[src/rtl/lot_occupancy.sv]
// Parking-lot occupancy counter: saturating count from enter/exit pulses, sticky
// over/underflow flags, peak tracking and a registered two-digit BCD view of the count.
module lot_occupancy #(
  parameter int  CAPACITY = 16,
  localparam int CW       = $clog2(CAPACITY + 1)
) (
  input  logic          clk,
  input  logic          reset,
  input  logic          enter,
  input  logic          exit,
  input  logic          clr_err,
  output logic [CW-1:0] count,
  output logic          full,
  output logic          empty,
  output logic          ovf_err,
  output logic          unf_err,
  output logic [CW-1:0] peak,
  output logic [3:0]    bcd_tens,
  output logic [3:0]    bcd_ones
);

  localparam logic [CW-1:0] CAP_C = CW'(CAPACITY);

  typedef enum logic [1:0] {
    ST_EMPTY,
    ST_PARTIAL,
    ST_FULL
  } status_t;

  logic [CW-1:0] count_reg, count_next;
  logic [CW-1:0] peak_reg, peak_next;
  logic          ovf_reg, ovf_next;
  logic          unf_reg, unf_next;
  logic [3:0]    tens_reg, tens_next;
  logic [3:0]    ones_reg, ones_next;
  logic          ovf_set;
  logic          unf_set;
  logic [7:0]    bcd_work;
  status_t       status;

  // Occupancy update; enter and exit together cancel and never raise an error.
  always_comb begin
    count_next = count_reg;
    ovf_set    = 1'b0;
    unf_set    = 1'b0;
    unique case ({enter, exit})
      2'b10: begin
        if (count_reg == CAP_C) ovf_set = 1'b1;
        else                    count_next = count_reg + 1'b1;
      end
      2'b01: begin
        if (count_reg == '0) unf_set = 1'b1;
        else                 count_next = count_reg - 1'b1;
      end
      default: count_next = count_reg;
    endcase
  end

  // Sticky flags: a new error in the same cycle as clr_err keeps the flag set.
  always_comb begin
    ovf_next  = ovf_set | (ovf_reg & ~clr_err);
    unf_next  = unf_set | (unf_reg & ~clr_err);
    peak_next = (count_next > peak_reg) ? count_next : peak_reg;
  end

  // Double-dabble of the next count; the tens digit stays below 5 for counts up to 99.
  always_comb begin
    bcd_work = '0;
    for (int i = CW - 1; i >= 0; i--) begin
      if (bcd_work[3:0] >= 4'd5) bcd_work[3:0] = bcd_work[3:0] + 4'd3;
      if (bcd_work[7:4] >= 4'd5) bcd_work[7:4] = bcd_work[7:4] + 4'd3;
      bcd_work = {bcd_work[6:0], count_next[i]};
    end
    tens_next = bcd_work[7:4];
    ones_next = bcd_work[3:0];
  end

  always_ff @(posedge clk) begin
    if (reset) begin
      count_reg <= '0;
      peak_reg  <= '0;
      ovf_reg   <= 1'b0;
      unf_reg   <= 1'b0;
      tens_reg  <= 4'd0;
      ones_reg  <= 4'd0;
    end else begin
      count_reg <= count_next;
      peak_reg  <= peak_next;
      ovf_reg   <= ovf_next;
      unf_reg   <= unf_next;
      tens_reg  <= tens_next;
      ones_reg  <= ones_next;
    end
  end

  // Three-way lot status decoded straight from the registered count.
  always_comb begin
    if (count_reg == '0)        status = ST_EMPTY;
    else if (count_reg == CAP_C) status = ST_FULL;
    else                         status = ST_PARTIAL;
  end

  assign full     = (status == ST_FULL);
  assign empty    = (status == ST_EMPTY);
  assign count    = count_reg;
  assign peak     = peak_reg;
  assign ovf_err  = ovf_reg;
  assign unf_err  = unf_reg;
  assign bcd_tens = tens_reg;
  assign bcd_ones = ones_reg;

endmodule

[config.mk]
export PLATFORM = sky130hd
export DESIGN_NAME = lot_occupancy
export DESIGN_NICKNAME = d
export VERILOG_FILES = /design/src/rtl/lot_occupancy.sv
export SDC_FILE = /design/constraint.sdc
export NUM_CORES = 1
export LEC_CHECK = 0
export CAP_MARGIN = 30
export CORE_ASPECT_RATIO = 0.6
export CORE_MARGIN = 2
export CORE_UTILIZATION = 54
export CTS_CLUSTER_DIAMETER = 80
export DETAILED_ROUTE_END_ITERATION = 7
export PLACE_DENSITY_LB_ADDON = 0.25
export SYNTH_ARGS = -nofsm -noshare
export SYNTH_HDL_FRONTEND = slang
export SYNTH_SLANG_ARGS = --single-unit
export TNS_END_PERCENT = 20
[constraint.sdc]
create_clock -name clk -period 6.2 [get_ports clk]
set_input_delay 1.24 -clock clk [delete_from_list [all_inputs] [get_ports clk]]
set_output_delay 1.24 -clock clk [all_outputs]
set_load 0.005 [all_outputs]
==> results.txt, run 1 <==
outcome: finished clean
clock-pin slew on the worst setup and hold paths: 0.07 ns
Worst-Margin Slew: 0.7023 ns
Post-synth EDFFs: 0
most common cell in the synthesized netlist: nor2_1
max_slew headroom: 53.18%
final antenna-violating net count: 0
CTS tree: yes
I/O pin count: 27
final slew viol count: 0
fmax: 216.7 MHz
initial cell density of the core: 58.06%
area of the mapped netlist: 1275 um2
crit path kind: primary input to register
layout cell share with drive strength beyond 1: 9.697%
Primary FF master, synth: dfxtp_1
Remaining DRCs: 0
CTS sink count: 17
CTS Hold Bufs: 0
top cells by count, synth: 18 x nor2_1, 17 x dfxtp_1, 15 x inv_1
Starting DRT DRC Count: 48
cell taking the most area after synthesis: dfxtp_1
worst-path cell chain: clkdlybuf4s50_1 > inv_1 > ha_1 > nand2b_1 > nor3_2 > a2111oi_4 > or2_1 > inv_4 > ha_1 > and4_1 > a22oi_1 > mux2i_1 > nor2_1
WL/cell: 13.93 um
register area: 340.3 um2
critical path arrival: 4.75 ns
final count of hold timing violations: 0
critical path launch point type: primary input
fraction of the yosys area taken by sequential cells: 26.69%
Die H: 41.64 um
CTS root buffer: clkbuf_8
Tot Pwr: 0.3420 mW
Min Clock Period, post-route: 4.615 ns
# resized after CTS: 0
Sum Neg Setup Slack: 0 ns
Worst-Skew Late Latency: 0.26 ns
CP dominant cell by count: ha_1
CP max FO: 9
H-tree depth: 1
TritonRoute pass-1 iters: 4
GPL Wtd Cong: 0.9067
fillers: 169
GRT overflow: 0
routed vias: 1094
final worst-path cycle share: 74.43%
share of the synthesized area in the top cell type: 26.69%
Distinct cells, synth: 48
CP required: 6.33 ns
Core Footprint: 2196 um2
final wirelength: 2716 um
final setup violation count: 0
DP Cell Count: 191
Crit path largest cell delay: 0.58 ns
Layout area overhead: 20.90%
chip width: 66.73 um
TritonCTS buffer count: 3
GR Util All Layers: 21.90%
clock skew: 0.007627 ns
Finished Layout Cells: 195
port bufs: 24
largest net degree at the start of global routing: 20
unrepaired setup endpoints after global routing: false
area of the multi-input gates: 808.3 um2
Async S/R FF share, synth: 0%
vias per inst: 5.610
leakage: 0.5782 nW
fin nets: 184
syn avg cell area: 8.793 um2
die area: 2779 um2
initial antenna violation count: 0
Syn. warnings: 0
Rows: 13
vias in the first global route: 1024
peak supply drop: 0.1599 mV
first-pass GRT wire length: 4595 um
register bit total from synthesis: 17
Slowest-stage cell, CP: a22oi_1
Post-Place Worst Slack: 1.364 ns
Final HPWL DP: 2162 um
Post-Synthesis Cells: 145
Hold/Removal Path Class: register to register
Worst Setup End Kind: register
clock tree buffer depth: 2
power density cells: 221.8 nW/um2
dominant cells by area after synthesis: dfxtp_1 27%, ha_1 13%, nor2_1 5.3%
setup ws final: 1.585 ns
antenna cells: 0
setup bufs post-CTS: 0
max_cap viols: 0
-- layer usage --
metal | GRT usage, % | part of all wire (%) | up-vias
met4 | 5.714 | 1.1 | 0
li1 | - | - | 539
met2 | 32.20 | 43 | 49
met1 | 30.37 | 48 | 500
met5 | 0 | 0 | -
met3 | 7.859 | 7.6 | 6
-- through the flow --
stage	hold WS, ns	instance area (um2)	utilization [%]
3_5_place_dp	0.5201	1493	67.98
6_report	0.5287	1541	70.20
3_3_place_gp	0.5114	1493	67.98
4_1_cts	0.5399	1541	70.20
2_1_floorplan	0.5061	1279	-
5_1_grt	0.5551	1541	70.20
-- logic make-up after synthesis --
logic type	synth area share [%]
buffers and inverters	10.21
xor gates and xnor gates	0.6871
AOI/OAI and AO/OA	21.39
and+or+nand+nor	23.06
muxes	4.907
other	0.2941
adders and majority gates	12.76
DFF	26.69
-- power by group --
group          total, mW  internal (mW)  leakage, nW  switching (mW)
clock             0.0867         0.0454       0.0217          0.0413
combinational      0.127         0.0645        0.419          0.0623
sequential         0.128          0.119        0.138         0.00919
total              0.342          0.229        0.578           0.113
-- critical path, delay by kind of cell --
| family | cells | cell delay [ns] |
|---|---|---|
| and+or+nand+nor | 5 | 0.86 |
| buffers and inverters | 3 | 0.61 |
| muxes | 1 | 0.27 |
| adders and majority gates | 2 | 0.83 |
| AOI/OAI and AO/OA | 2 | 0.93 |
-- cells in the final DEF, fill, tap and decap left out, types with 2 or more instances in the layout --
master,count
clkdlybuf4s50_1,24
nor2_1,18
dfxtp_1,17
inv_1,15
ha_1,13
nor3_1,6
a21oi_1,6
nand2_1,5
nor2b_1,5
nand2b_1,4
o21ai_0,4
mux2i_1,4
o21a_1,3
clkbuf_8,3
and3_1,2
nor3b_1,2
o22ai_1,2
a211oi_1,2
conb_1,2
-- path summary, 6_finish.rpt --
check	startpoint	to	slack, ns	cells past startpoint
setup / recovery	enter	peak[3]	1.59	13
hold reg to reg	peak[1]	peak[1]	0.53	2
hold / removal	peak[1]	peak[1]	0.53	2
setup reg to reg	count[0]	peak[3]	2.61	12
-- area by class of cell --
class	instances	share of cell area (%)
repair buffers	24	15.58
inverters	17	4.302
multi-input cells	103	52.43
clock inverters	1	0.4870
clock buffers	3	2.679
flip-flops and latches	17	22.08
well taps	30	2.435
Note: power is estimated with default switching activity, not from simulation.
==> inputs of run 2 (changes only) <==
CORE_UTILIZATION = 50   (was 54)
clock period = 4.3 ns   (was 6.2 ns; I/O delays follow)
==> results.txt, run 2 (synthesized netlist as in run 1, its figures left out) <==
GR Util All Layers: 20.14%
Sum Neg Setup Slack: 0 ns
CTS tree: yes
met3 WL post-DR: 232 um
Worst Setup End Kind: register
initial antenna violation count: 0
final setup violation count: 0
DP Cell Count: 198
worst path bufs/invs: 2
final antenna-violating net count: 0
Final HPWL DP: 2213 um
CTS sink count: 17
peak supply drop: 0.1981 mV
worst reg-to-reg setup slack: 0.72 ns
Worst-Skew Late Latency: 0.25 ns
vias in the first global route: 1011
max_slew headroom: 56.20%
I/O pin count: 27
CTS Hold Bufs: 0
critical path arrival: 4.19 ns
routed vias: 1096
TritonRoute pass-1 iters: 4
hold slack: 0.5131 ns
final worst-path cycle share: 94.23%
Die H: 43.12 um
Slowest-stage cell, CP: clkdlybuf4s50_1
WL met2: 1236 um
initial cell density of the core: 51.62%
CTS root buffer: clkbuf_8
area of the multi-input gates: 808.3 um2
largest net degree at the start of global routing: 20
antenna cells: 0
critical path launch point type: primary input
CP required: 4.44 ns
Starting DRT DRC Count: 93
layout cell share with drive strength beyond 1: 11.76%
Met1 Wirelength: 1372 um
Tot Pwr: 0.5125 mW
Core Footprint: 2470 um2
CP max FO: 4
unrepaired setup endpoints after global routing: false
CP dominant cell by count: ha_1
Layout area overhead: 23.75%
worst-path cell chain: clkdlybuf4s50_1 > inv_1 > ha_1 > nor3_1 > a221oi_1 > or2_1 > ha_1 > o31ai_4 > ha_1 > nor2b_1 > o21ai_2 > mux2_1
fillers: 206
GRT overflow: 0
die area: 2983 um2
final wirelength: 2860 um
setup bufs post-CTS: 0
port bufs: 24
chip width: 69.19 um
final slew viol count: 0
clock-pin slew on the worst setup and hold paths: 0.06 ns
Hold/Removal Path Class: register to register
TritonCTS buffer count: 3
Min Clock Period, post-route: 4.052 ns
Finished Layout Cells: 202
clock skew: 0.002460 ns
Remaining DRCs: 0
# resized after CTS: 0
outcome: finished clean
DR top layer: met4
max_cap viols: 0
crit-path leading delay family: simple AND/OR/NAND/NOR gates
final count of hold timing violations: 0
leakage: 0.6024 nW
fin nets: 189
first-pass GRT wire length: 4629 um
commonest cells after routing, fill and taps aside: 24 x clkdlybuf4s50_1, 18 x nor2_1, 17 x dfxtp_1
Worst-Margin Slew: 0.6549 ns
power density cells: 324.8 nW/um2
fmax: 246.8 MHz
clock tree buffer depth: 2
crit path kind: primary input to register
commonest non-fill, non-tap cell in the layout: clkdlybuf4s50_1
register area: 340.3 um2
WL/cell: 14.16 um
H-tree depth: 1
GPL Wtd Cong: 0.8605
vias per inst: 5.426
Crit path largest cell delay: 0.49 ns
Rows: 14
run 2: cell count changes in the layout (fill, tap and decap cells not counted), sizes merged:
cell,change
buf,+5
clkinvlp,-1
clkbuf,+1
run 2: layer usage:
| layer | vias to the layer above | track usage, % |
|---|---|---|
| li1 | 548 | - |
| met1 | 496 | 27.44 |
| met2 | 50 | 30.77 |
| met3 | 2 | 6.413 |
| met4 | 0 | 5.490 |
| met5 | - | 0 |
run 2: tightest hold or removal path, delay by kind of cell, from the launching register on:
| family | cells | cell delay [ns] |
|---|---|---|
| compound gates | 1 | 0.05 |
| flops | 1 | 0.32 |
| simple gates | 1 | 0.10 |
run 2: where the power goes:
part           internal, mW  switching (mW)
clock network        0.0657          0.0510
logic                 0.116          0.0955
registers             0.172          0.0123
run 2: worst paths after layout:
path / startpoint / end / depth (start not counted)
min: peak[4] / peak[4] / 2
min reg2reg: peak[4] / peak[4] / 2
max reg2reg: count[0] / bcd_ones[1] / 12
max: enter / bcd_ones[1] / 12
run 2: cell type report:
type | count | area share (%)
Sequential cell | 17 | 21.57
Multi-Input combinational cell | 103 | 51.23
Timing Repair Buffer | 29 | 17.61
Tap cell | 32 | 2.538
Inverter | 17 | 4.203
Clock buffer | 4 | 2.855
run 2: stage by stage:
stage	area (um2)	util [%]	setup WS, ns
2_1_floorplan	1279	-	0.5897
3_3_place_gp	1533	62.06	0.2935
3_5_place_dp	1533	62.06	0.06220
4_1_cts	1578	63.88	0.3174
5_1_grt	1578	63.88	0.09428
6_report	1578	63.88	0.2482
